[config.mk]
export PLATFORM = sky130hd
export DESIGN_NAME = store_unit
export DESIGN_NICKNAME = d
export VERILOG_FILES = /design/src/rtl/tomasulo_pkg.sv /design/src/rtl/store_fwd_match.sv /design/src/rtl/store_unit.sv
export SDC_FILE = /design/constraint.sdc
export NUM_CORES = 1
export LEC_CHECK = 0
export BUFFER_PORTS_ARGS = -buffer_cell sky130_fd_sc_hd__buf_4
export CAP_MARGIN = 20
export CORE_MARGIN = 3
export CORE_UTILIZATION = 56
export DETAILED_ROUTE_END_ITERATION = 10
export PLACE_DENSITY = 0.78
export SLEW_MARGIN = 0
export SYNTH_ARGS = -nofsm -noshare
export SYNTH_HDL_FRONTEND = slang
export SYNTH_SLANG_ARGS = --single-unit
[constraint.sdc]
create_clock -name clk1 -period 6.1 [get_ports clk1]
set_clock_uncertainty 0.05 [all_clocks]
set_input_delay 1.22 -clock clk1 [delete_from_list [all_inputs] [get_ports clk1]]
set_output_delay 1.22 -clock clk1 [all_outputs]
set_load 0.1 [all_outputs]
[src/rtl/tomasulo_pkg.sv]
//------------------------------------------------------------------------------
// Module      : tomasulo_pkg
// Description : Shared defaults, FSM state encoding and store-queue entry type.
// Revision    : 1.0 - initial release
//------------------------------------------------------------------------------
`default_nettype none

package tomasulo_pkg;

  localparam int C_DEPTH_DEF  = 4;
  localparam int C_ADDR_W_DEF = 12;
  localparam int C_DATA_W_DEF = 32;
  localparam int C_TAG_W_DEF  = 3;

  typedef enum logic [1:0] {
    IDLE   = 2'd0,
    WRITE  = 2'd1,
    RETIRE = 2'd2
  } state_t;

  typedef struct packed {
    logic                    valid;
    logic                    committed;
    logic [C_TAG_W_DEF-1:0]  tag;
    logic [C_ADDR_W_DEF-1:0] addr;
    logic [C_DATA_W_DEF-1:0] data;
  } entry_t;

endpackage

`default_nettype wire

[src/rtl/store_fwd_match.sv]
//------------------------------------------------------------------------------
// Module      : store_fwd_match
// Description : Finds the youngest valid queue entry whose address equals a load address.
// Revision    : 1.0 - initial release
//------------------------------------------------------------------------------
`default_nettype none

module store_fwd_match
  import tomasulo_pkg::*;
#(
  parameter int DEPTH  = C_DEPTH_DEF,
  parameter int ADDR_W = C_ADDR_W_DEF
) (
  input  logic [DEPTH-1:0]         i_valid,
  input  logic [DEPTH*ADDR_W-1:0]  i_addr,
  input  logic [$clog2(DEPTH)-1:0] i_head,
  input  logic [ADDR_W-1:0]        i_ld_addr,
  output logic                     o_hit,
  output logic [$clog2(DEPTH)-1:0] o_idx
);

  localparam int C_PTR_W = $clog2(DEPTH);

  // Walk oldest to youngest; a later match overrides, leaving the youngest.
  always_comb begin
    logic [C_PTR_W-1:0] w_idx;
    o_hit = 1'b0;
    o_idx = '0;
    w_idx = '0;
    for (int k = 0; k < DEPTH; k++) begin
      w_idx = i_head + C_PTR_W'(k);
      if (i_valid[w_idx] && (i_addr[w_idx*ADDR_W +: ADDR_W] == i_ld_addr)) begin
        o_hit = 1'b1;
        o_idx = w_idx;
      end
    end
  end

endmodule

`default_nettype wire

[src/rtl/store_unit.sv]
//------------------------------------------------------------------------------
// Module      : store_unit
// Description : In-order store queue with commit tracking, memory write FSM and load forwarding.
// Revision    : 1.0 - initial release
//------------------------------------------------------------------------------
`default_nettype none

module store_unit
  import tomasulo_pkg::*;
#(
  parameter int DEPTH  = C_DEPTH_DEF,
  parameter int ADDR_W = C_ADDR_W_DEF,
  parameter int DATA_W = C_DATA_W_DEF,
  parameter int TAG_W  = C_TAG_W_DEF
) (
  input  logic                       clk1,
  input  logic                       rst_n,
  input  logic                       iss_valid,
  output logic                       iss_ready,
  input  logic [DATA_W-1:0]          iss_base,
  input  logic [ADDR_W-1:0]          iss_off,
  input  logic [DATA_W-1:0]          iss_data,
  input  logic [TAG_W-1:0]           iss_tag,
  input  logic                       commit_valid,
  input  logic [TAG_W-1:0]           commit_tag,
  output logic                       mem_req,
  output logic [ADDR_W-1:0]          mem_addr,
  output logic [DATA_W-1:0]          mem_wdata,
  input  logic                       mem_ack,
  output logic                       done_valid,
  output logic [TAG_W-1:0]           done_tag,
  input  logic [ADDR_W-1:0]          ld_addr,
  output logic                       fwd_hit,
  output logic [DATA_W-1:0]          fwd_data,
  output logic [$clog2(DEPTH):0]     count
);

  localparam int C_PTR_W = $clog2(DEPTH);
  localparam int C_CNT_W = C_PTR_W + 1;

  entry_t             r_q [DEPTH];
  logic [C_PTR_W-1:0] r_head;
  logic [C_PTR_W-1:0] r_tail;
  logic [C_CNT_W-1:0] r_count;
  state_t             r_state;
  state_t             w_state_nxt;

  logic               w_push;
  logic               w_pop;
  logic [ADDR_W-1:0]  w_iss_addr;
  logic               w_cm_hit;
  logic [C_PTR_W-1:0] w_cm_idx;
  entry_t             w_head_e;
  logic [DEPTH-1:0]         w_valid_vec;
  logic [DEPTH*ADDR_W-1:0]  w_addr_flat;
  logic               w_fwd_hit;
  logic [C_PTR_W-1:0] w_fwd_idx;
  logic               w_unused_base;

  // Effective address wraps within ADDR_W; the upper base bits never matter.
  assign w_iss_addr    = iss_base[ADDR_W-1:0] + iss_off;
  assign w_unused_base = ^iss_base[DATA_W-1:ADDR_W];

  assign iss_ready = (r_count < C_CNT_W'(DEPTH));
  assign count     = r_count;
  assign w_push    = iss_valid && iss_ready;
  assign w_pop     = (r_state == RETIRE);
  assign w_head_e  = r_q[r_head];

  // Oldest-first search so the earliest uncommitted matching store wins.
  always_comb begin
    logic [C_PTR_W-1:0] w_idx;
    w_cm_hit = 1'b0;
    w_cm_idx = '0;
    w_idx    = '0;
    for (int k = 0; k < DEPTH; k++) begin
      w_idx = r_head + C_PTR_W'(k);
      if (!w_cm_hit && r_q[w_idx].valid && !r_q[w_idx].committed &&
          (r_q[w_idx].tag == commit_tag)) begin
        w_cm_hit = 1'b1;
        w_cm_idx = w_idx;
      end
    end
  end

  always_ff @(posedge clk1 or negedge rst_n) begin
    if (!rst_n) begin
      for (int i = 0; i < DEPTH; i++) begin
        r_q[i] <= '0;
      end
      r_head  <= '0;
      r_tail  <= '0;
      r_count <= '0;
    end else begin
      if (commit_valid && w_cm_hit) begin
        r_q[w_cm_idx].committed <= 1'b1;
      end
      if (w_pop) begin
        r_q[r_head].valid     <= 1'b0;
        r_q[r_head].committed <= 1'b0;
        r_head                <= r_head + 1'b1;
      end
      if (w_push) begin
        r_q[r_tail].valid     <= 1'b1;
        r_q[r_tail].committed <= commit_valid && !w_cm_hit && (commit_tag == iss_tag);
        r_q[r_tail].tag       <= iss_tag;
        r_q[r_tail].addr      <= w_iss_addr;
        r_q[r_tail].data      <= iss_data;
        r_tail                <= r_tail + 1'b1;
      end
      case ({w_push, w_pop})
        2'b10:   r_count <= r_count + 1'b1;
        2'b01:   r_count <= r_count - 1'b1;
        default: r_count <= r_count;
      endcase
    end
  end

  always_ff @(posedge clk1 or negedge rst_n) begin
    if (!rst_n) begin
      r_state <= IDLE;
    end else begin
      r_state <= w_state_nxt;
    end
  end

  always_comb begin
    w_state_nxt = r_state;
    mem_req     = 1'b0;
    mem_addr    = '0;
    mem_wdata   = '0;
    done_valid  = 1'b0;
    done_tag    = '0;
    case (r_state)
      IDLE: begin
        if (w_head_e.valid && w_head_e.committed) begin
          w_state_nxt = WRITE;
        end
      end
      WRITE: begin
        mem_req   = 1'b1;
        mem_addr  = w_head_e.addr;
        mem_wdata = w_head_e.data;
        if (mem_ack) begin
          w_state_nxt = RETIRE;
        end
      end
      RETIRE: begin
        done_valid  = 1'b1;
        done_tag    = w_head_e.tag;
        w_state_nxt = IDLE;
      end
      default: w_state_nxt = IDLE;
    endcase
  end

  always_comb begin
    for (int i = 0; i < DEPTH; i++) begin
      w_valid_vec[i]                   = r_q[i].valid;
      w_addr_flat[i*ADDR_W +: ADDR_W] = r_q[i].addr;
    end
  end

  store_fwd_match #(
    .DEPTH  (DEPTH),
    .ADDR_W (ADDR_W)
  ) u_fwd (
    .i_valid   (w_valid_vec),
    .i_addr    (w_addr_flat),
    .i_head    (r_head),
    .i_ld_addr (ld_addr),
    .o_hit     (w_fwd_hit),
    .o_idx     (w_fwd_idx)
  );

  assign fwd_hit  = w_fwd_hit;
  assign fwd_data = w_fwd_hit ? r_q[w_fwd_idx].data : '0;

endmodule

`default_nettype wire

# --- After elaboration in Yosys (flattened, before gate mapping) ---
# Index checks and enable logic that the tools add are counted.
classes:
  add_sub_neg: 7
  mul: 4
  magnitude_cmp: 15
  n_eq_ne: 15
  shift: 4
  n_mux: 76
  n_bitwise: 7
  n_reduce_logical: 34
ops:
  columns: ["cell", "count"]
  rows:
  - ["196-bit bitwise mux", 8]
  - ["49-bit demux with 2-bit select", 8]
  - ["196-bit 2-to-1 mux", 3]
  - ["49-bit binary-select mux with 2-bit select", 5]
  - ["49-bit 2-to-1 mux", 10]
  - ["48-bit by 7-bit variable part select with 12-bit output", 4]
  - ["32-bit 2-to-1 mux", 5]
  - ["48-bit 2-to-1 mux", 3]
  - ["12-bit == test", 4]
  - ["47-bit 2-to-1 mux", 1]
  - ["44-bit 2-to-1 mux", 1]
  - ["1-bit logical AND", 23]
  - ["3-bit >= comparator, second input constant", 7]
  - ["2-bit inverter with 3-bit output", 7]
  - ["2-bit 2-to-1 mux", 10]
  - ["2-bit by 2-bit multiplier with 4-bit output, second input constant", 4]
  - ["3-bit == test", 5]
  - ["1-bit 2-to-1 mux", 14]
  - ["12-bit adder", 1]
  - ["2-bit by 3-bit less-than comparator with 1-bit output, second input constant", 4]
  - ["12-bit 2-to-1 mux", 1]
  - ["3-bit by 1-bit less-than comparator with 1-bit output, second input constant", 3]
  - ["1-bit binary-select mux with 2-bit select", 4]
  - ["1-bit logical NOT", 8]
  - ["other kinds (14)", 19]
word_totals:
  ff_bits: 205
  in_bits: 99

# --- Longest topological paths before layout ---
depth:
  word_depth: 39
  mapped_depth: 19

# --- By module ---
# A second synthesis with hierarchy kept.
hier_totals:
  hier_cells: 1414
  area_unflattened_um2: 13555.5
modules_own_cells:
  columns: ["module", "instances", "cells_each", "area_per_inst_um2", "seq_area_each_um2"]
  rows:
  - ["store_unit", 1, 1202, 11527.3, 5129.9]
  - ["store_fwd_match", 1, 212, 2028.2, 0.0]

# --- Worst setup path after synthesis ---
# Ideal clock, no wire load.
synth_timing:
  path_type: "flip-flop to output port"
  start: "register r_head[1]"
  end: "output fwd_data[0]"
  arrival_time_ps: 5402
  required_ps: 4830
  slack_ps: -572
  stages_incl_launch_ff: 19
  cell_sequence: "dfrtp_1 buf_2 buf_2 buf_2 inv_1 ha_1 buf_6 buf_6 mux2i_1 mux2i_1 o21ai_0 a2111o_1 or4_4 a21boi_1 o311ai_2 buf_6 buf_8 mux2i_1 o22ai_1"
synth_via:
  elab_chain_len: 13
synth_lines:
  columns: ["item", "line_no", "source"]
  rows:
  - ["from (decl)", "store_unit.sv:42", "logic [C_PTR_W-1:0] r_head;"]
  - ["from (signal assigned)", "store_unit.sv:101", "r_head <= r_head + 1'b1;"]
  - ["2-bit by 1-bit adder with 2-bit output / 2-bit by 2-bit multiplier with 4-bit output (equally long branches)", "store_fwd_match.sv:31, store_fwd_match.sv:32", null]
  - ["2-bit by 2-bit multiplier with 4-bit output / 48-bit by 7-bit variable part select with 12-bit output (equally long branches)", "store_fwd_match.sv:32", "if (i_valid[w_idx] && (i_addr[w_idx*ADDR_W +: ADDR_W] == i_ld_addr)) begin"]
  - ["48-bit by 7-bit variable part select with 12-bit output / 12-bit == test (equally long branches)", "store_fwd_match.sv:32", null]
  - ["12-bit == test / 1-bit logical AND (equally long branches)", "store_fwd_match.sv:32", null]
  - ["1-bit logical AND / 2-bit 2-to-1 mux (equally long branches)", "store_fwd_match.sv:32", null]
  - ["2-bit 2-to-1 mux (3 in a row)", "store_fwd_match.sv:32", null]
  - ["2-bit inverter with 3-bit output (not written as such)", "store_unit.sv:177", "assign fwd_data = w_fwd_hit ? r_q[w_fwd_idx].data : '0;"]
  - ["49-bit binary-select mux with 2-bit select", "store_unit.sv:177", null]
  - ["32-bit 2-to-1 mux (not written as such) (2 in a row)", "store_unit.sv:177", null]
  - ["32-bit 2-to-1 mux *", "store_unit.sv:177", null]
  - ["to (decl)", "store_unit.sv:34", "output logic [DATA_W-1:0] fwd_data,"]
# Every way passes the cells marked *; elsewhere a longest branch is shown, timed or not. The select of a mux whose other input is x is not followed.

# --- Worst setup path in the final report ---
layout_timing:
  start: "register r_head[0]"
  end: "output fwd_data[22]"
# The elaborated chain is that of the path after synthesis.

==> flow_metrics.env <==
export IMPL_grt_pass1_vias=9189
export IMPL_max_freq_mhz=169
export IMPL_dieArea_um2=25000
export IMPL_numClockSinks=205
export IMPL_htree_levels=1
export IMPL_worst_pin_slew_ns=0.978
export IMPL_reg2regPathDepth=13
export IMPL_dp_hpwl_um=20900
export IMPL_reg2reg_slack_ns=2.12
export IMPL_cts_buffers_inserted=24
export IMPL_grt_overflow_total=0
export IMPL_cts_tree="done"
export IMPL_drt_wirelength_per_cell_um=21.1
export IMPL_setup_viol=0
export IMPL_reg2reg_to="r_q[96]"
export IMPL_ys_types=53
export IMPL_r2r_start="r_head[0]"
export IMPL_nets=1313
export IMPL_worst_hold_startpoint="r_state[1]"
export IMPL_cap_violations=0
export IMPL_routabilityCongestion=0.906
export IMPL_synth_nets=1170
export IMPL_cts_root_buf="clkbuf_16"
export IMPL_synth_edf_count=0
export IMPL_antenna_cells=0
export IMPL_die_h_um=158
export IMPL_hold_end="r_state[0]"
export IMPL_synth_area_per_cell_um2=12.4
export IMPL_vias_per_cell=6.14
export IMPL_min_period_ns=5.91
export IMPL_grt_max_degree=115
export IMPL_first_pass_iters=5
export IMPL_drt_iter0_drc=725
export IMPL_layout_drive_gt1_share=0.436
export IMPL_final_hold_viol_count=0
export IMPL_crit_type="reg2out"
export IMPL_yosys_warnings=0
export IMPL_critPathArrivalTime_ns=4.64
export IMPL_grt_pass1_wl_um=50900
export IMPL_antenna_found_initial=0
export IMPL_coreArea_um2=22700
export IMPL_row_count=55
export IMPL_wl_um=31600
export IMPL_num_vias=9184
export IMPL_io_pins=185
export IMPL_antenna_left=0
export IMPL_end_kind="output pin"
export IMPL_clkTransAtPathRegs_ns=0.06
export IMPL_portBuffers=164
export IMPL_synth_area_um2=13000
export IMPL_area_growth_pct=20.1
export IMPL_cp_start_kind="register"
export IMPL_fin_setup_tns_ns=0
export IMPL_post_route_period_util=0.968
export IMPL_clk_insertion_delay_late_ns=0.52
export IMPL_slew_viol_final=0
export IMPL_drc=0
export IMPL_yosysSeqAreaShare=0.396
export IMPL_hold_path_cell_count=1
export IMPL_synthCells=1049
export IMPL_initial_core_util=0.571
export IMPL_hold_class="reg2reg"
export IMPL_synthFlopType="dfrtp_1"
export IMPL_clockBufferDepth=3
export IMPL_grt_setup_unrepaired="no"
export IMPL_track_usage=0.258
export IMPL_ys_ff_latch=205
export IMPL_cts_hold_buf=0
export IMPL_required_ns=4.83
export IMPL_status="finished, final reports clean"
export IMPL_die_w_um=158
export IMPL_crit_fanout=49
export IMPL_slew_headroom=0.348
export IMPL_synth_async_reset_ratio=1.00
## flip-flops by register name, summed over array words and instances (netlist names)
signal   count
r_tail       2
r_q        196
r_head       2
r_state      2
count        3
## critical path, cell delays in order, from the launching register on
cell and delay (ns):
dfrtp_4 0.42, buf_12 0.27, buf_4 0.49, mux4_2 0.58
xnor2_1 0.21, nand4_1 0.12, nor4_1 0.38, buf_4 0.22
nand2_1 0.05, o21ai_0 0.13, o311ai_4 0.16, buf_4 0.18
buf_12 0.16, mux2i_1 0.14, o22ai_2 0.18, buf_4 0.32
## routing by layer
layer  vias to the layer above  wire length, um  GRT usage
li1                       4177                -          -
met1                      4687            13600      0.360
met2                       279            15900      0.434
met3                        41             1680     0.0388
met4                         0              510     0.0520
met5                         -                0          0
## worst max path at each step
stage	from	endpoint	slack (ns)	cells past startpoint
6_report	r_head[0]	fwd_data[22]	0.19	15
3_5_place_dp	ld_addr[5]	fwd_data[14]	0.11	12
5_1_grt	r_head[0]	fwd_data[22]	0.01	15
3_3_place_gp	ld_addr[5]	fwd_data[8]	0.16	12
4_1_cts	r_head[0]	fwd_data[23]	0.07	15
2_1_floorplan	r_head[1]	fwd_data[0]	0.08	18
## kinds of logic (layout without fill, tap and decap cells)
logic type	after synthesis	after routing	synth area share
adder cells (fa/ha/maj)	22	22	0.0224
AND/OR/NAND/NOR	185	185	0.0712
XOR/XNOR	79	79	0.0533
buffers and inverters	97	258	0.0414
AO/OA/AOI/OAI	124	124	0.0580
flip-flops	205	205	0.396
multiplexers	337	337	0.358
## cell usage in the layout (no fill, tap or decap), types with 4 or more instances in the layout
master	n
dfrtp_1	203
buf_4	187
mux2_2	157
mux2i_1	94
mux4_2	86
nand2_1	76
o21ai_0	49
xnor2_1	48
and2_1	38
o22ai_2	32
xor2_1	31
clkbuf_16	24
nor2_1	20
ha_1	19
inv_1	18
a21oi_1	12
clkbuf_8	12
nand4_1	8
nand3_1	7
nor2b_1	7
buf_12	7
nand2b_1	6
nor4_1	6
o21bai_1	5
nand2_2	4
o211ai_1	4
## layout make-up
| cell class | instances | area, um^2 |
|---|---|---|
| Timing Repair Buffer | 196 | 1570 |
| Fill cell | 1661 | 7130 |
| Clock buffer | 37 | 759 |
| Clock inverter | 7 | 124 |
| Inverter | 18 | 67.6 |
| Tap cell | 285 | 357 |
| Sequential cell | 205 | 5140 |
| Multi-Input combinational cell | 747 | 7560 |
## what timing repair did
action,4_1_cts,5_1_grt
gates resized for setup,1,3
endpoints found under the setup margin,32,25
pin swaps,1,1
buffers inserted,5,0
## cell usage after synthesis, drive strengths merged, types with 2 or more instances
library cell	count	share of area
a211oi	3	0.0017
a21o	2	0.0012
a21oi	13	0.0050
and2	38	0.018
and3	2	0.00096
buf	47	0.027
clkbuf	32	0.0093
dfrtp	205	0.40
fa	2	0.0031
ha	20	0.019
inv	18	0.0052
mux2	157	0.14
mux2i	94	0.073
mux4	86	0.15
nand2	80	0.023
nand2b	6	0.0029
nand3	7	0.0027
nand4	8	0.0039
nor2	20	0.0058
nor2b	7	0.0034
nor3	4	0.0024
nor4	7	0.0039
o211ai	4	0.0023
o21ai	52	0.020
o21bai	5	0.0029
o221ai	3	0.0020
o22ai	32	0.015
or4	2	0.0014
xnor2	48	0.032
xor2	31	0.021
## through the flow
stage | hold WS [ns] | utilization | instances | cell area, um^2 | worst slack [ns]
6_report | 0.383 | 0.686 | 1495 | 15600 | 0.194
5_1_grt | 0.412 | 0.686 | 1495 | 15600 | 0.00964
4_1_cts | 0.389 | 0.685 | 1495 | 15600 | 0.0654
3_5_place_dp | 0.381 | 0.644 | 1446 | 14600 | 0.107
3_3_place_gp | 0.362 | 0.644 | 1446 | 14600 | 0.157
2_1_floorplan | 0.355 | - | 1049 | 13200 | 0.0782
Power is not shown: default switching activity piles up to over one toggle a cycle in this logic, so the estimate is an artifact.
